**src/rtl/motoro3_ramp_controller.sv**
```systemverilog
// Speed sequencer for the motoro3 step generator: start at MIN_FREQ, ramp to target, ramp down to stop.
// Optional stall watchdog enabled by defining MOTORO3_WDOG_EN.
module motoro3_ramp_controller #(
  parameter logic [9:0]  MIN_FREQ  = 10'd16,
  parameter logic [9:0]  RAMP_STEP = 10'd4,
  parameter int unsigned RAMP_DIV  = 8,
  parameter logic [23:0] WDOG_CYC  = 24'd10_000_000
) (
  input  logic       clk,
  input  logic       nRst,
  input  logic       runReq,
  input  logic [9:0] tgtFreq,
  input  logic       m3cntLast1,
  output logic       m3start,
  output logic [9:0] m3freq,
  output logic       busy,
  output logic       atSpeed,
  output logic [2:0] ctrlState,
  output logic       fault
);

  typedef enum logic [2:0] {
    ST_IDLE      = 3'd0,
    ST_START     = 3'd1,
    ST_RAMP_UP   = 3'd2,
    ST_RUN       = 3'd3,
    ST_RAMP_DOWN = 3'd4
  } state_t;

  state_t      r_state, w_state_nxt;
  logic [9:0]  r_freq, w_freq_nxt;
  logic [7:0]  r_div, w_div_nxt;
  logic        r_m3start, w_m3start_nxt;
  logic        r_busy, w_busy_nxt;
  logic        r_atSpeed, w_atSpeed_nxt;
  logic        r_fault, w_fault_nxt;

  logic [9:0]  w_tgtE;
  logic        w_divActive;
  logic        w_tick;
  logic        w_stall;
  logic [10:0] w_upSum;
  logic [9:0]  w_upSat;
  logic [9:0]  w_upVal;
  logic [9:0]  w_floor;
  logic [9:0]  w_dnRaw;
  logic [9:0]  w_dnVal;

  assign w_tgtE      = (tgtFreq < MIN_FREQ) ? MIN_FREQ : tgtFreq;
  assign w_divActive = (r_state == ST_START) || (r_state == ST_RAMP_UP) ||
                       (r_state == ST_RUN)   || (r_state == ST_RAMP_DOWN);
  assign w_tick      = w_divActive && m3cntLast1 && (r_div == 8'(RAMP_DIV - 1));

  assign w_upSum = {1'b0, r_freq} + {1'b0, RAMP_STEP};
  assign w_upSat = w_upSum[10] ? 10'h3FF : w_upSum[9:0];
  assign w_upVal = (w_upSat > w_tgtE) ? w_tgtE : w_upSat;
  assign w_floor = runReq ? w_tgtE : MIN_FREQ;
  assign w_dnRaw = (r_freq >= RAMP_STEP) ? (r_freq - RAMP_STEP) : '0;
  assign w_dnVal = (w_dnRaw < w_floor) ? w_floor : w_dnRaw;

`ifdef MOTORO3_WDOG_EN
  logic [23:0] r_wdog;

  always_ff @(posedge clk or negedge nRst) begin
    if (!nRst) begin
      r_wdog <= '0;
    end else if (!r_m3start || m3cntLast1) begin
      r_wdog <= '0;
    end else if (r_wdog != WDOG_CYC) begin
      r_wdog <= r_wdog + 24'd1;
    end
  end

  assign w_stall = (r_wdog == WDOG_CYC);
`else
  assign w_stall = 1'b0;
`endif

  always_comb begin
    w_state_nxt = r_state;
    w_freq_nxt  = r_freq;
    w_fault_nxt = r_fault;
    w_div_nxt   = r_div;

    case (r_state)
      ST_IDLE: begin
        w_freq_nxt = MIN_FREQ;
        if (!runReq) begin
          w_fault_nxt = 1'b0;
        end else if (!r_fault) begin
          w_state_nxt = ST_START;
        end
      end
      ST_START: begin
        w_freq_nxt = MIN_FREQ;
        if (!runReq) begin
          w_state_nxt = ST_IDLE;
        end else if (m3cntLast1) begin
          w_state_nxt = (w_tgtE == MIN_FREQ) ? ST_RUN : ST_RAMP_UP;
        end
      end
      ST_RAMP_UP: begin
        // Only step up while the target is still above; a lowered target is ramped down instead.
        if (w_tick && (w_tgtE > r_freq)) begin
          w_freq_nxt = w_upVal;
        end
        if (!runReq) begin
          w_state_nxt = ST_RAMP_DOWN;
        end else if (w_freq_nxt == w_tgtE) begin
          w_state_nxt = ST_RUN;
        end else if (w_tgtE < w_freq_nxt) begin
          w_state_nxt = ST_RAMP_DOWN;
        end
      end
      ST_RUN: begin
        if (!runReq) begin
          w_state_nxt = ST_RAMP_DOWN;
        end else if (w_tgtE > r_freq) begin
          w_state_nxt = ST_RAMP_UP;
        end else if (w_tgtE < r_freq) begin
          w_state_nxt = ST_RAMP_DOWN;
        end
      end
      ST_RAMP_DOWN: begin
        // A floor above the current speed is reached at once; RUN then ramps up.
        if (w_tick && (r_freq > w_floor)) begin
          w_freq_nxt = w_dnVal;
        end
        if (w_freq_nxt <= w_floor) begin
          w_state_nxt = runReq ? ST_RUN : ST_IDLE;
        end
      end
      default: begin
        w_state_nxt = ST_IDLE;
        w_freq_nxt  = MIN_FREQ;
      end
    endcase

    if (w_stall) begin
      w_state_nxt = ST_IDLE;
      w_freq_nxt  = MIN_FREQ;
      w_fault_nxt = 1'b1;
    end

    if (w_state_nxt == ST_IDLE) begin
      w_div_nxt = '0;
    end else if (w_divActive && m3cntLast1) begin
      w_div_nxt = w_tick ? 8'd0 : (r_div + 8'd1);
    end

    w_m3start_nxt = (w_state_nxt != ST_IDLE);
    w_busy_nxt    = (w_state_nxt != ST_IDLE);
    w_atSpeed_nxt = (w_state_nxt == ST_RUN) && (w_freq_nxt == w_tgtE);
  end

  always_ff @(posedge clk or negedge nRst) begin
    if (!nRst) begin
      r_state   <= ST_IDLE;
      r_freq    <= MIN_FREQ;
      r_div     <= '0;
      r_m3start <= 1'b0;
      r_busy    <= 1'b0;
      r_atSpeed <= 1'b0;
      r_fault   <= 1'b0;
    end else begin
      r_state   <= w_state_nxt;
      r_freq    <= w_freq_nxt;
      r_div     <= w_div_nxt;
      r_m3start <= w_m3start_nxt;
      r_busy    <= w_busy_nxt;
      r_atSpeed <= w_atSpeed_nxt;
      r_fault   <= w_fault_nxt;
    end
  end

  assign m3start   = r_m3start;
  assign m3freq    = r_freq;
  assign busy      = r_busy;
  assign atSpeed   = r_atSpeed;
  assign ctrlState = r_state;
  assign fault     = r_fault;

endmodule

```
**config.mk**
```make
export PLATFORM = sky130hd
export DESIGN_NAME = motoro3_ramp_controller
export DESIGN_NICKNAME = d
export VERILOG_FILES = /design/src/rtl/motoro3_ramp_controller.sv
export SDC_FILE = /design/constraint.sdc
export NUM_CORES = 1
export LEC_CHECK = 0
export ABC_AREA = 0
export CAP_MARGIN = 10
export CORE_ASPECT_RATIO = 0.5
export CORE_MARGIN = 2
export CORE_UTILIZATION = 62
export CTS_BUF_LIST = sky130_fd_sc_hd__clkbuf_8
export DETAILED_ROUTE_END_ITERATION = 6
export MAX_ROUTING_LAYER = met4
export PLACE_DENSITY = 0.84
export SLEW_MARGIN = 40
export SYNTH_ARGS = -nofsm -noshare
export SYNTH_HDL_FRONTEND = slang
export SYNTH_SLANG_ARGS = --single-unit
export TNS_END_PERCENT = 20
```
**constraint.sdc**
```tcl
create_clock -name clk -period 5.9 [get_ports clk]
set_input_delay 1.18 -clock clk [delete_from_list [all_inputs] [get_ports clk]]
set_output_delay 1.18 -clock clk [all_outputs]
set_load 0.05 [all_outputs]
```
---- Word-level counts from Yosys, hierarchy flattened ----
Index checks and enable logic that the tools add are counted.
word-level totals
  flip-flop bits (word level) ............. 23
  output and inout bits ................... 17
  logic and storage cells ................. 65
operators by class
  add/subtract/negate cells ............... 3
  order comparisons ....................... 9
  equality and inequality tests ........... 9
  mux-type cells .......................... 27
  reductions and logical operators ........ 12
operator list
  operator                                                                               number
  10-bit 2-to-1 mux                                                                      10
  10-bit > comparator                                                                    3
  10-bit less-than comparator                                                            3
  3-bit 2-to-1 mux                                                                       10
  10-bit case mux with 3 select lines                                                    1
  8-bit 2-to-1 mux                                                                       3
  10-bit == test                                                                         2
  3-bit case mux with 5 select lines                                                     1
  10-bit by 3-bit adder with 11-bit output (second input constant)                       1
  10-bit by 5-bit == test with 1-bit output (second input constant)                      1
  10-bit by 3-bit greater-or-equal comparator with 1-bit output (second input constant)  1
  10-bit <= comparator                                                                   1
  10-bit by 5-bit less-than comparator with 1-bit output (second input constant)         1
  10-bit by 3-bit subtractor with 10-bit output (second input constant)                  1
  3-bit by 2-bit == test with 1-bit output (second input constant)                       3
  8-bit by 1-bit adder with 8-bit output (second input constant)                         1
  8-bit by 3-bit == test with 1-bit output (second input constant)                       1
  3-bit zero test                                                                        2
  1-bit logical AND                                                                      5
  3-bit by 1-bit == test with 1-bit output (second input constant)                       1
  3-bit == test (second input constant)                                                  1
  1-bit logical OR                                                                       3
  3-bit nonzero test                                                                     1
  2-bit 2-to-1 mux                                                                       1
  2 further kinds                                                                        2

---- Logic depth before layout (Yosys ltp) ----
  word-level depth ........................ 16
  mapped depth ............................ 26
  mapped depth without buffers ............ 24

---- Worst setup path after synthesis ----
No wires, ideal clock.
  kind .................................... input-to-reg
  from .................................... in tgtFreq[7]
  to ...................................... reg r_atSpeed (netlist: atSpeed)
  arrival time ............................ 6.254 ns
  slack ................................... -0.422 ns
  cell stages on the path ................. 22
  path through ............................ clkbuf_1 > or2_2 > o31ai_1 > inv_1 > ha_1 > a21oi_1 > o21ai_0 > a2111oi_1 > or2_2 > clkbuf_1 > clkbuf_1 > o21ai_0 > ha_1 > nand4_1 > or3_1 > o2111ai_1 > and3_1 > a21oi_1 > or2_2 > o22ai_1 > a21oi_1 > and4b_1
between the ends
  cells in the longest elaborated chain, start to end .. 13
  elaborated cells on any way between the ends .. 35
  those cells by class .................... order compare (8); eq/ne (4); mux (20); reduce/logical (3)
RTL lines
  item                                                    line          RTL
  from (decl)                                             12            input logic [9:0] tgtFreq,
  10-bit by 5-bit less-than comparator with 1-bit output  49            assign w_tgtE = (tgtFreq < MIN_FREQ) ? MIN_FREQ : tgtFreq;
  10-bit 2-to-1 mux (*)                                   49
  10-bit > comparator (on tied branches)                  56, 104, 118
  10-bit 2-to-1 mux or 1-bit logical AND (tied branches)  56, 104
  10-bit 2-to-1 mux                                       104           if (w_tick && (w_tgtE > r_freq)) begin
  10-bit 2-to-1 mux                                       85            case (r_state)
  10-bit less-than comparator                             111           end else if (w_tgtE < w_freq_nxt) begin
  3-bit 2-to-1 mux                                        111
  3-bit 2-to-1 mux                                        109           end else if (w_freq_nxt == w_tgtE) begin
  3-bit 2-to-1 mux                                        107           if (!runReq) begin
  3-bit case mux with 5 select lines                      85
  3-bit by 2-bit == test with 1-bit output                153           w_atSpeed_nxt = (w_state_nxt == ST_RUN) && (w_freq_nxt == w_tgtE);
  1-bit logical AND (*)                                   153
  named net w_atSpeed_nxt                                 35            logic r_atSpeed, w_atSpeed_nxt;
  to (signal assigned)                                    171           r_atSpeed <= w_atSpeed_nxt;
  to (decl)                                               35
The timed path passes the listed nets; every way through them passes the cells marked *. The select of a mux whose other input is x is not followed.
A chain may end at the register's enable or synchronous reset.

---- Final worst setup path ----
Same ends and word-level chain as after synthesis.

==> out/results.tsv <==
stage	metric	value	unit
routing	via_per_inst	6.879	
pwr	power_leakage	2.484	nW
clock_tree	clockRootBuffer	clkbuf_8	
routing	drc	29	
cells_and_area	area_delta_synth_final	30.73	%
synthesis	synth.avg_cell_area	7.651	sq um
synthesis	yosysSeqAreaShare	0.1425	
routing	firstDrtPassIters	7	
cells_and_area	layout.nets	716	
routing	wl_per_cell	21.54	um
floorplan	die_y	61.14	um
routing	via_count	5008	
floorplan	die_w	118.3	um
setup_path	crit_type	primary input to register	
synthesis	ys_seq_elements	23	
cells_and_area	drive_gt1_frac	0.2516	
synthesis	syn_area	4048	sq um
floorplan	start_util	0.6549	
global_routing	grt_pass1_vias	4429	
timing	tightest_slew	0.6447	ns
synthesis	synth_edf_count	0	
global_routing	grt_pass1_wl	23.43	mm
clock_tree	cts_hold_buf	0	
timing	slew_headroom	0.5665	
clock_tree	h-tree-depth	1	
synthesis	synth_nets	604	
timing	fmax	169.9	MHz
floorplan	core_area	6181	sq um
placement	port_buffers	29	
clock_tree	clkSinkCount	23	
synthesis	ys_async_sr_fraction	1.000	
timing	fin_tns_setup	0	ns
timing	clock_skew	0.01482	ns
global_routing	grt_use_total	0.4435	
setup_path	start_kind	primary input	
placement	gp_congestion	1.189	
global_routing	grt-ovfl-total	0	
setup_path	rrSetupSlack	0.19	ns
synthesis	synthCells	529	
floorplan	rows	20	
synthesis	synth_top_flop_cell	dfrtp_1	
clock_tree	cts_tree	done	
synthesis	synth_top_area_frac	0.1886	
timing	slew_violations	0	
setup_path	critPathLaunch	tgtFreq[7]	
cells_and_area	final_cell_mix	buf_4, ha_1, nand2_1, nor2_1, a21oi_1	
synthesis	yosys_warnings	0	
pwr	p_per_area	124.0	nW/um^2
synthesis	ys_top_cells_by_area	ha_1, dfrtp_1, a21oi_1	
cells_and_area	finalInstanceArea	5291	sq um
status	violations	DRC	
global_routing	antenna_found_initial	0	
routing	first_iter_violations	873	
floorplan	die-area	7230	sq um
synthesis	synth_cell_types	84	
clock_tree	cts_buffers	3	
floorplan	ios	31	
setup_path	worstSetupEndpointType	register	
timing	period_needed	5.886	ns
cells_and_area	final_common_cell	buf_4	
min_path	hold_class	register to register	
setup_path	cp.arrival	6.13	ns
min_path	holdCritStartpoint	r_div[7]	
global_routing	grt_max_degree	24	
setup_path	worstReg2RegStart	m3freq[3]	
clock_tree	path_clk_slew	0.10	ns
clock_tree	cts_buffer_depth	2	
status	status	finished, violations left	
synthesis	yosysTopAreaCell	ha_1	
placement	place_hpwl	12.18	mm
timing	setup_viol	0	
setup_path	crit_path_max_fanout	9	
pwr	irDropWorstVdd	0.2768	mV
run	drv_cap	0	
clock_tree	insertion_delay	0.29	ns
routing	ant_nets	0	
cells_and_area	n_fill_cell	379	
timing	fin_crit_sh	0.9976	
cells_and_area	n_antenna_cell	0	
timing	hold_viol_final	0	
setup_path	required	6.14	ns
placement	placed_area	5125	sq um
routing	drt-total-wl	15.68	mm
timing repair:
item                                    in CTS  in global routing
cloned                                       1                  0
gates resized for setup                      9                 19
endpoints found under the setup margin      12                 13
pin swaps                                    5                  6
buffers inserted                             0                  1
synth_stat cells, types with 3 or more instances:
cell type and number:
ha_1 61, nand2_1 50, nor2_1 46, a21oi_1 42, inv_1 28, clkbuf_1 22, dfrtp_1 22, o21ai_0 22
nand4_1 16, xnor2_1 13, a21o_1 11, nand3_1 11, and4_1 9, nand2b_1 9, nor3_1 9, and2_1 8
a211oi_1 7, and3_1 6, mux2i_1 6, nor2b_1 6, nor4_1 5, o22ai_1 5, or2_2 5, or3_1 5
a221oi_1 4, a31o_2 4, mux2_2 4, o2111ai_1 4, o2bb2ai_1 4, o31ai_1 4, o211ai_1 3, o21a_1 3
o21bai_1 3, o221ai_1 3, o311ai_0 3, o32a_1 3, xor2_1 3
critical path: stages:
cell and delay (ns):
dlygate4sd2_1 0.28, buf_4 0.15, or2_4 0.26, o31ai_4 0.26, inv_2 0.08, buf_4 0.17, ha_1 0.31, a21oi_2 0.18
o21ai_2 0.10, a2111oi_4 0.53, or2_4 0.26, buf_4 0.17, o21ai_0 0.10, ha_1 0.29, nand4_1 0.25, or3_1 0.45
o2111ai_1 0.10, and3_1 0.21, a21oi_2 0.07, or2_2 0.29, o22ai_1 0.14, a21oi_1 0.06, and4b_1 0.24
sequential cells by signal, summed over array words and instances, names as in the netlist:
name       flops
atSpeed        1
busy           1
ctrlState      3
m3freq        10
r_div          8
kinds of logic after synthesis:
family / share of synthesized area
simple gates: 0.2569
compound gates: 0.2915
fa+ha+maj: 0.1886
buf+inv: 0.05904
flops: 0.1425
xor+xnor: 0.03462
mux: 0.02597
other cells: 0.0009265
power breakdown:
| group | leakage, nW | internal [W] | switching [W] |
|---|---|---|---|
| clock | 0.0217 | 0.0000483 | 0.0000643 |
| sequential | 0.313 | 0.000172 | 0.0000314 |
| combinational | 2.15 | 0.000129 | 0.000212 |
metrics by stage:
stage                     setup WS [ns]  std cells  hold WS [ns]  power (W)    util
after global routing           -0.02350        728        0.6067  0.0006842  0.8561
after global placement          -0.4891        722        0.5316  0.0005098  0.8300
final                           0.01421        728        0.5620  0.0006563  0.8561
after detailed placement        -0.5563        722        0.5446  0.0005170  0.8292
after floorplan                 0.07473        529        0.5116  0.0003969       -
after CTS                       0.01267        727        0.5648  0.0006383  0.8445
path summary, 6_finish.rpt:
path                           endpoint  depth (start not counted)
setup / recovery                atSpeed                         23
hold / removal                 r_div[7]                          2
setup reg to reg                atSpeed                         24
hold reg to reg                r_div[7]                          2
max in group asynchronous  ctrlState[2]                          1
min in group asynchronous      r_div[5]                          1
layer usage:
layer,global-route usage,up-vias,share of wire
li1,-,2205,-
met1,0.5752,2309,0.40
met2,0.6515,414,0.40
met3,0.1852,80,0.17
met4,0.08950,0,0.030
met5,-,-,0
area by class of cell:
type                            count  area, sq um  share of cell area
Inverter                           29        108.9             0.02057
Clock inverter                      1        7.507            0.001419
Tap cell                           88        110.1             0.02081
Sequential cell                    23        576.8              0.1090
Clock buffer                        3        41.29            0.007803
Multi-Input combinational cell    450         3344              0.6321
Timing Repair Buffer              134         1102              0.2083
No activity file was read; power rests on OpenSTA's default activity.
